[config.mk]
export PLATFORM = sky130hd
export DESIGN_NAME = srl_tap_reader
export DESIGN_NICKNAME = d
export VERILOG_FILES = /design/src/rtl/srl_tap_reader.sv
export SDC_FILE = /design/constraint.sdc
export NUM_CORES = 1
export LEC_CHECK = 0
export ABC_AREA = 0
export CORE_MARGIN = 2
export CORE_UTILIZATION = 44
export DETAILED_ROUTE_END_ITERATION = 6
export PLACE_DENSITY = 0.92
export SYNTH_ARGS = -nofsm -noshare
export SYNTH_HDL_FRONTEND = slang
export SYNTH_SLANG_ARGS = --single-unit
[constraint.sdc]
create_clock -name clk -period 3.5 [get_ports clk]
set_input_delay 0.875 -clock clk [delete_from_list [all_inputs] [get_ports clk]]
set_output_delay 0.875 -clock clk [all_outputs]
set_load 0.01 [all_outputs]
[src/rtl/srl_tap_reader.sv]
// srl_tap_reader
// Sequencer in front of an external addressable shift-register delay line.
// Input samples arrive on a strobe and wait in a one-deep hold register. From
// IDLE a held sample is shifted into the line, and then the line is swept from
// the newest tap (address 0) to the oldest (ntap). Each tap is presented on a
// registered output together with its index and first/last flags.
//
// Ports:
//   clk, rst         clock; synchronous active-high reset
//   in_d, in_stb     input sample and its one-cycle strobe
//   ntap             number of taps minus 1, latched at sweep start
//   srl_d, srl_ce    data and shift enable to the delay line
//   srl_a, srl_y     read address to the line; combinational read data back
//   out_d, out_idx   registered tap sample and its index (0 = newest)
//   out_vld          out_d/out_idx/out_first/out_last are valid
//   out_first        tap index 0
//   out_last         tap index equal to the latched ntap
//   busy             a sweep is in progress
//   ovr              one-cycle pulse when an input sample was dropped
module srl_tap_reader #(
    parameter int unsigned W  = 18,
    parameter int unsigned AW = 7
) (
    input  logic          clk,
    input  logic          rst,
    input  logic [W-1:0]  in_d,
    input  logic          in_stb,
    input  logic [AW-1:0] ntap,
    output logic [W-1:0]  srl_d,
    output logic          srl_ce,
    output logic [AW-1:0] srl_a,
    input  logic [W-1:0]  srl_y,
    output logic [W-1:0]  out_d,
    output logic [AW-1:0] out_idx,
    output logic          out_vld,
    output logic          out_first,
    output logic          out_last,
    output logic          busy,
    output logic          ovr
);

    typedef enum logic {
        S_IDLE,
        S_SWEEP
    } state_t;

    state_t        state_q, state_d;
    logic [W-1:0]  hold_q, hold_d;
    logic          hold_full_q, hold_full_d;
    logic [AW-1:0] addr_q, addr_d;
    logic [AW-1:0] ntap_l_q, ntap_l_d;
    logic          ovr_q, ovr_d;
    logic          consume;

    logic [W-1:0]  out_d_q;
    logic [AW-1:0] out_idx_q;
    logic          out_vld_q, out_first_q, out_last_q;

    always_comb begin
        state_d     = state_q;
        addr_d      = addr_q;
        ntap_l_d    = ntap_l_q;
        hold_d      = hold_q;
        hold_full_d = hold_full_q;
        ovr_d       = 1'b0;
        consume     = 1'b0;
        srl_ce      = 1'b0;
        srl_a       = '0;

        case (state_q)
            S_IDLE: begin
                if (hold_full_q) begin
                    consume  = 1'b1;
                    // The line has no reset; never shift it during a reset cycle.
                    srl_ce   = ~rst;
                    ntap_l_d = ntap;
                    addr_d   = '0;
                    state_d  = S_SWEEP;
                end
            end
            S_SWEEP: begin
                srl_a  = addr_q;
                addr_d = addr_q + 1'b1;
                if (addr_q == ntap_l_q) begin
                    addr_d  = '0;
                    state_d = S_IDLE;
                end
            end
            default: begin
                state_d = S_IDLE;
                addr_d  = '0;
            end
        endcase

        // A sample leaving the hold register this cycle frees the slot for a
        // simultaneous capture, so that case is not an overrun.
        if (consume) begin
            hold_full_d = 1'b0;
        end
        if (in_stb) begin
            if (!hold_full_q || consume) begin
                hold_d      = in_d;
                hold_full_d = 1'b1;
            end else begin
                ovr_d = 1'b1;
            end
        end
    end

    always_ff @(posedge clk) begin
        if (rst) begin
            state_q     <= S_IDLE;
            hold_q      <= '0;
            hold_full_q <= 1'b0;
            addr_q      <= '0;
            ntap_l_q    <= '0;
            ovr_q       <= 1'b0;
            out_d_q     <= '0;
            out_idx_q   <= '0;
            out_vld_q   <= 1'b0;
            out_first_q <= 1'b0;
            out_last_q  <= 1'b0;
        end else begin
            state_q     <= state_d;
            hold_q      <= hold_d;
            hold_full_q <= hold_full_d;
            addr_q      <= addr_d;
            ntap_l_q    <= ntap_l_d;
            ovr_q       <= ovr_d;
            out_d_q     <= srl_y;
            out_idx_q   <= addr_q;
            out_vld_q   <= (state_q == S_SWEEP);
            out_first_q <= (state_q == S_SWEEP) && (addr_q == '0);
            out_last_q  <= (state_q == S_SWEEP) && (addr_q == ntap_l_q);
        end
    end

    assign srl_d     = hold_q;
    assign busy      = (state_q == S_SWEEP);
    assign ovr       = ovr_q;
    assign out_d     = out_d_q;
    assign out_idx   = out_idx_q;
    assign out_vld   = out_vld_q;
    assign out_first = out_first_q;
    assign out_last  = out_last_q;

endmodule

==> summary.md, run 1 <==
| Metric | Value |
|---|---|
| Sequential fraction of the synthesis area | 55.8% |
| Max-slew violations | 0 |
| Hold Startpoint | srl_d[17] |
| Clock-pin slew on the worst setup and hold paths | 0.07 ns |
| Cell Area, Synth | 2260 um2 |
| Final worst slack | 0.779 ns |
| DP Wirelength | 3590 um |
| Vias in the first global route | 1713 |
| Pwr Density | 458 nW/um2 |
| Min-Delay Endpoint | srl_d[17] |
| CP Launch Point | busy |
| H-tree levels | 3 |
| Clock latency at the later pin of the worst-skew pair | 0.32 ns |
| Setup TNS | 0 ns |
| Antenna cells | 0 |
| Outcome | completed |
| Max Freq | 367 MHz |
| Largest net degree at the start of global routing | 57 |
| Finished Cell Area | 3500 um2 |
| # setup viols final | 0 |
| Die area | 5730 um2 |
| First-pass GRT wire length | 7600 um |
| Min-delay worst type | register to register |
| Post-synthesis cell type count | 28 |
| Die width | 75.7 um |
| FF-to-FF setup slack | 1.89 ns |
| Worst Path Required | 2.62 ns |
| Relative slew slack | 57.2% |
| Net Sw Power | 0.000350 W |
| IO buf count | 101 |
| Detail-routed net length per standard cell | 11.9 um |
| Max-Cap Viols | 0 |
| Share of cells above drive strength 1 | 6.55% |
| Reg2reg start | busy |
| FP Rows | 26 |
| Gr usage total | 17.4% |
| Post-cts repair resize count | 0 |
| Reg-to-Reg End | srl_d[12] |
| Busiest grt layer | met2 |
| Met1 usage | 21.2% |
| Grt ovf | 0 |
| Worst Setup End Kind | primary output |
| CP Class | register to primary output |
| Syn_area_per_cell | 9.11 um2 |
| Hold path depth | 2 |
| Most frequent cells in the layout | clkdlybuf4s50_1, dfxtp_1, nand2_1 |
| Layout Skew | 0.00507 ns |
| Vias per cell | 4.61 |
| Cell depth of the worst flop-to-flop path | 4 |
| Clock share of power | 39.8% |
| Yosys reg bits | 63 |
| Fin. Hold Viols | 0 |
| Cts hold-fix bufs | 0 |
| Peak VDD IR | 0.000328 V |
| Worst-Margin Slew | 0.637 ns |
| Via count | 1939 |
| Sw Ratio | 21.9% |
| Final wirelength | 5020 um |
| Root Buffer | clkbuf_8 |
| Die Span Y | 75.7 um |
| RSZ-0062 raised after global routing | false |
| Area after DPL | 3290 um2 |
| Num CTS Buffers | 9 |
| Drt drc | 0 |
| IO Count | 102 |
| Cells after Synth | 248 |
| Critical path arrival | 1.85 ns |
| Initial antenna violation count | 0 |
| GR Layer Usage met2 | 27.9% |
| Antenna-violating nets left | 0 |
| Fin crit period | 2.72 ns |
| Flop pwr share | 48.0% |
| Post-CTS Setup Repair Bufs | 0 |
| Ys Warns | 0 |
| DRT Pass-1 Iters | 4 |
| Combinational share of power | 12.2% |
| Layout fillers | 408 |
| Critical Path Source Type | register |
| Core ar. | 5040 um2 |
| Syn_nets | 296 |
| Clock Path Buffers | 2 |
| CP max FO | 17 |
| Nets@finish | 394 |
| Leak | 1.29 nW |
| Area grow syn2layout | 54.7% |
| Initial DRC count | 34 |
| Place WS | 1.01 ns |
| Commonest non-fill, non-tap cell in the layout | clkdlybuf4s50_1 |
| CTS Sinks | 63 |
| CTS tree | built |
| M3 GR Usage | 6.48% |
| Int Pwr | 0.00125 W |
| Fin crit share | 77.7% |
| Starting Density | 44.8% |
| RePlAce Congestion | 0.753 |
[metal layers]
layer  share of wire, %  vias to the layer above
met4               0.62                        0
met1                 44                      876
met3                7.4                        5
met5                  0                        -
li1                   -                      994
met2                 48                       64
[worst max-delay path by stage]
stage / to
after floorplan: srl_ce
after global placement: srl_ce
after detailed placement: srl_ce
after CTS: srl_ce
after global routing: srl_ce
final: srl_ce
[critical path, cell delays in order, from the launching register on]
cell and delay (ns):
dfxtp_1 0.61, nand2b_1 0.36, nor2_1 0.07, clkdlybuf4s50_1 0.48
[power groups by stage]
stage	clock [W]	combinational [W]	sequential (W)
detailed placement	0	0.000195	0.000784
floorplan	0	0.0000688	0.000794
global route	0.000688	0.000213	0.000772
finish	0.000637	0.000195	0.000768
global placement	0	0.000190	0.000782
CTS	0.000651	0.000196	0.000768
[synthesized netlist by cell type]
library cell | count | area [um2]
and4b_1 | 1 | 10.0
or2_1 | 1 | 6.26
o21ai_1 | 1 | 5.00
nor3b_1 | 2 | 15.0
buf_4 | 1 | 7.51
o211ai_1 | 3 | 22.5
nand3_2 | 1 | 10.0
xnor2_2 | 4 | 65.1
nand2_1 | 61 | 229
a21oi_1 | 27 | 135
buf_2 | 5 | 25.0
nor2b_1 | 24 | 150
and2_1 | 8 | 50.1
nand2b_1 | 3 | 18.8
buf_1 | 3 | 11.3
nor3_1 | 3 | 15.0
buf_6 | 1 | 11.3
nand3_1 | 2 | 10.0
a32o_1 | 2 | 20.0
nor4_1 | 1 | 6.26
clkbuf_1 | 5 | 18.8
xnor2_1 | 5 | 43.8
nor2_1 | 9 | 33.8
o21ai_0 | 6 | 30.0
inv_1 | 3 | 11.3
ha_1 | 2 | 25.0
nand4_2 | 1 | 12.5
dfxtp_1 | 63 | 1260
[stage by stage]
stage	hold slack (ns)	total power, W	cells	util, %
4_1_cts	0.455	0.00162	421	69.3
6_report	0.455	0.00160	421	69.3
5_1_grt	0.465	0.00167	421	69.3
3_3_place_gp	0.441	0.000972	405	65.2
2_1_floorplan	0.449	0.000862	248	-
3_5_place_dp	0.446	0.000978	405	65.2
[state kept, by name (all words and copies together) (netlist names), 7 cells and up]
| register | flops |
|---|---|
| srl_d | 18 |
| ntap_l_q | 7 |
| addr_q | 7 |
| out_idx | 7 |
| out_d | 18 |
[area by class of cell]
type,count,area (um2),share of cell area (%)
Sequential cell,63,1260,36.1
Multi-Input combinational cell,167,913,26.1
Tap cell,70,87.6,2.51
Clock buffer,13,169,4.83
Timing Repair Buffer,102,1010,29.0
Inverter,3,11.3,0.322
Clock inverter,3,40.0,1.15
[cell families after synthesis]
kind of cell,Yosys count,synth area share [%]
and+or+nand+nor,117,25.1
DFF,63,55.8
AOI/OAI and AO/OA,39,9.41
buffers and inverters,18,3.77
xor gates and xnor gates,9,4.82
adders and majority gates,2,1.11
(Power assumes the default switching activity.)
==> inputs of run 2 (changes only) <==
--- a/config.mk
+++ b/config.mk
@@ -7,9 +7,9 @@
 export LEC_CHECK = 0
 export ABC_AREA = 0
 export CORE_MARGIN = 2
-export CORE_UTILIZATION = 44
+export CORE_UTILIZATION = 41
 export DETAILED_ROUTE_END_ITERATION = 6
-export PLACE_DENSITY = 0.92
+export PLACE_DENSITY = 0.87
 export SYNTH_ARGS = -nofsm -noshare
 export SYNTH_HDL_FRONTEND = slang
 export SYNTH_SLANG_ARGS = --single-unit
==> constraint.sdc (replaced) <==
create_clock -name clk -period 2.8 [get_ports clk]
set_input_delay 0.7 -clock clk [delete_from_list [all_inputs] [get_ports clk]]
set_output_delay 0.7 -clock clk [all_outputs]
set_load 0.01 [all_outputs]
==> run 2 against run 1 <==
Net effect:
- register-to-register slack worse by 0.61 ns
- clock skew decreased by 0.00098 ns
- flip-flop and latch count stayed put
- hold slack better by 0.0011 ns
- critical endpoint unchanged
- highest routed layer unchanged
==> summary.md, run 2 (synthesis gave the netlist of run 1 again) <==
| Metric | Value |
|---|---|
| Non-filler cells, final | 424 |
| Core ar. | 5410 um2 |
| Outcome | completed |
| Most frequent cells in the layout | clkdlybuf4s50_1, dfxtp_1, nand2_1 |
| Initial antenna violation count | 0 |
| Initial DRC count | 60 |
| Post-Place Cells | 408 |
| Layout Skew | 0.00409 ns |
| Leak | 1.30 nW |
| Worst Path Required | 2.10 ns |
| Critical Path Source Type | register |
| Clock latency at the later pin of the worst-skew pair | 0.33 ns |
| Place WS | 0.668 ns |
| Commonest non-fill, non-tap cell in the layout | clkdlybuf4s50_1 |
| RSZ-0062 raised after global routing | false |
| Antenna cells | 0 |
| Vias per cell | 4.57 |
| Via count | 1938 |
| Final wirelength | 4840 um |
| Setup TNS | 0 ns |
| Final core utilization | 65.1% |
| Antenna-violating nets left | 0 |
| Vias in the first global route | 1782 |
| Post-CTS Setup Repair Bufs | 0 |
| Max-slew violations | 0 |
| FP Rows | 27 |
| DP Wirelength | 3430 um |
| # setup viols final | 0 |
| Gr usage total | 17.1% |
| Cts hold-fix bufs | 0 |
| Worst Setup End Kind | primary output |
| Num CTS Buffers | 9 |
| IO buf count | 101 |
| Clock Path Buffers | 2 |
| Fin. Hold Viols | 0 |
| Nets@finish | 395 |
| Die width | 78.2 um |
| Drt drc | 0 |
| Root Buffer | clkbuf_8 |
| CTS Sinks | 63 |
| Clock-pin slew on the worst setup and hold paths | 0.07 ns |
| DRT Pass-1 Iters | 4 |
| Max-Cap Viols | 0 |
| IO Count | 102 |
| Fin crit share | 84.5% |
| RePlAce Congestion | 0.746 |
| Final worst slack | 0.435 ns |
| Critical path arrival | 1.66 ns |
| Grt ovf | 0 |
| Area grow syn2layout | 55.7% |
| CTS tree | built |
| Starting Density | 41.8% |
| CP max FO | 9 |
| Die Span Y | 78.2 um |
| Detail-routed net length per standard cell | 11.4 um |
| First-pass GRT wire length | 8110 um |
| Relative slew slack | 54.2% |
| Min-delay worst type | register to register |
| Fin crit period | 2.36 ns |
| Peak VDD IR | 0.000341 V |
| Worst-Margin Slew | 0.682 ns |
| Share of cells above drive strength 1 | 7.10% |
| Max Freq | 423 MHz |
| Pwr Density | 584 nW/um2 |
| Post-cts repair resize count | 0 |
| H-tree levels | 3 |
| CP Class | register to primary output |
| Die area | 6120 um2 |
| Largest net degree at the start of global routing | 57 |
-- run 2: cell types whose count changed in the layout (fill, tap and decap cells not counted), sizes merged --
cell,previous run,this run
clkbuf,13,9
clkinvlp,0,2
buf,2,3
bufinv,1,2
clkinv,2,3
-- run 2: worst max-delay path, stage by stage (launching register included) --
cell	delay, ns
dfxtp_1	0.41
nand2b_1	0.23
nor2_1	0.15
clkdlybuf4s50_1	0.54
-- run 2: power by group --
group | switching [W] | internal, W
Sequential | 0.0000190 | 0.000936
Combinational | 0.000102 | 0.000145
Clock | 0.000352 | 0.000502
-- run 2: final timing paths --
kind / slack, ns / to / startpoint / depth (start not counted)
setup / recovery: 0.44 / srl_ce / hold_full_q / 3
hold / removal: 0.46 / srl_d[12] / srl_d[12] / 2
setup reg to reg: 1.28 / addr_q[0] / addr_q[4] / 4
hold reg to reg: 0.46 / srl_d[12] / srl_d[12] / 2
-- run 2: layer usage --
layer / track usage, % / wire length [um] / up-vias
li1: - / - / 998
met1: 20.4 / 2070 / 862
met2: 27.3 / 2260 / 70
met3: 6.44 / 428 / 8
met4: 7.89 / 83 / 0
met5: 0 / 0 / -
-- run 2: final cells by class --
class	count	area (um2)
Clock inverter	7	97.6
Multi-Input combinational cell	167	913
Inverter	3	11.3
Fill cell	462	1890
Timing Repair Buffer	103	1020
Tap cell	72	90.1
Sequential cell	63	1260
Clock buffer	9	124
-- run 2: through the flow --
| stage | total power (W) | cell area (um2) | hold WS, ns |
|---|---|---|---|
| 3_3_place_gp | 0.00122 | 3300 | 0.441 |
| 6_report | 0.00206 | 3520 | 0.456 |
| 5_1_grt | 0.00216 | 3520 | 0.481 |
| 3_5_place_dp | 0.00122 | 3300 | 0.446 |
| 4_1_cts | 0.00209 | 3520 | 0.455 |
| 2_1_floorplan | 0.00108 | 2260 | 0.449 |
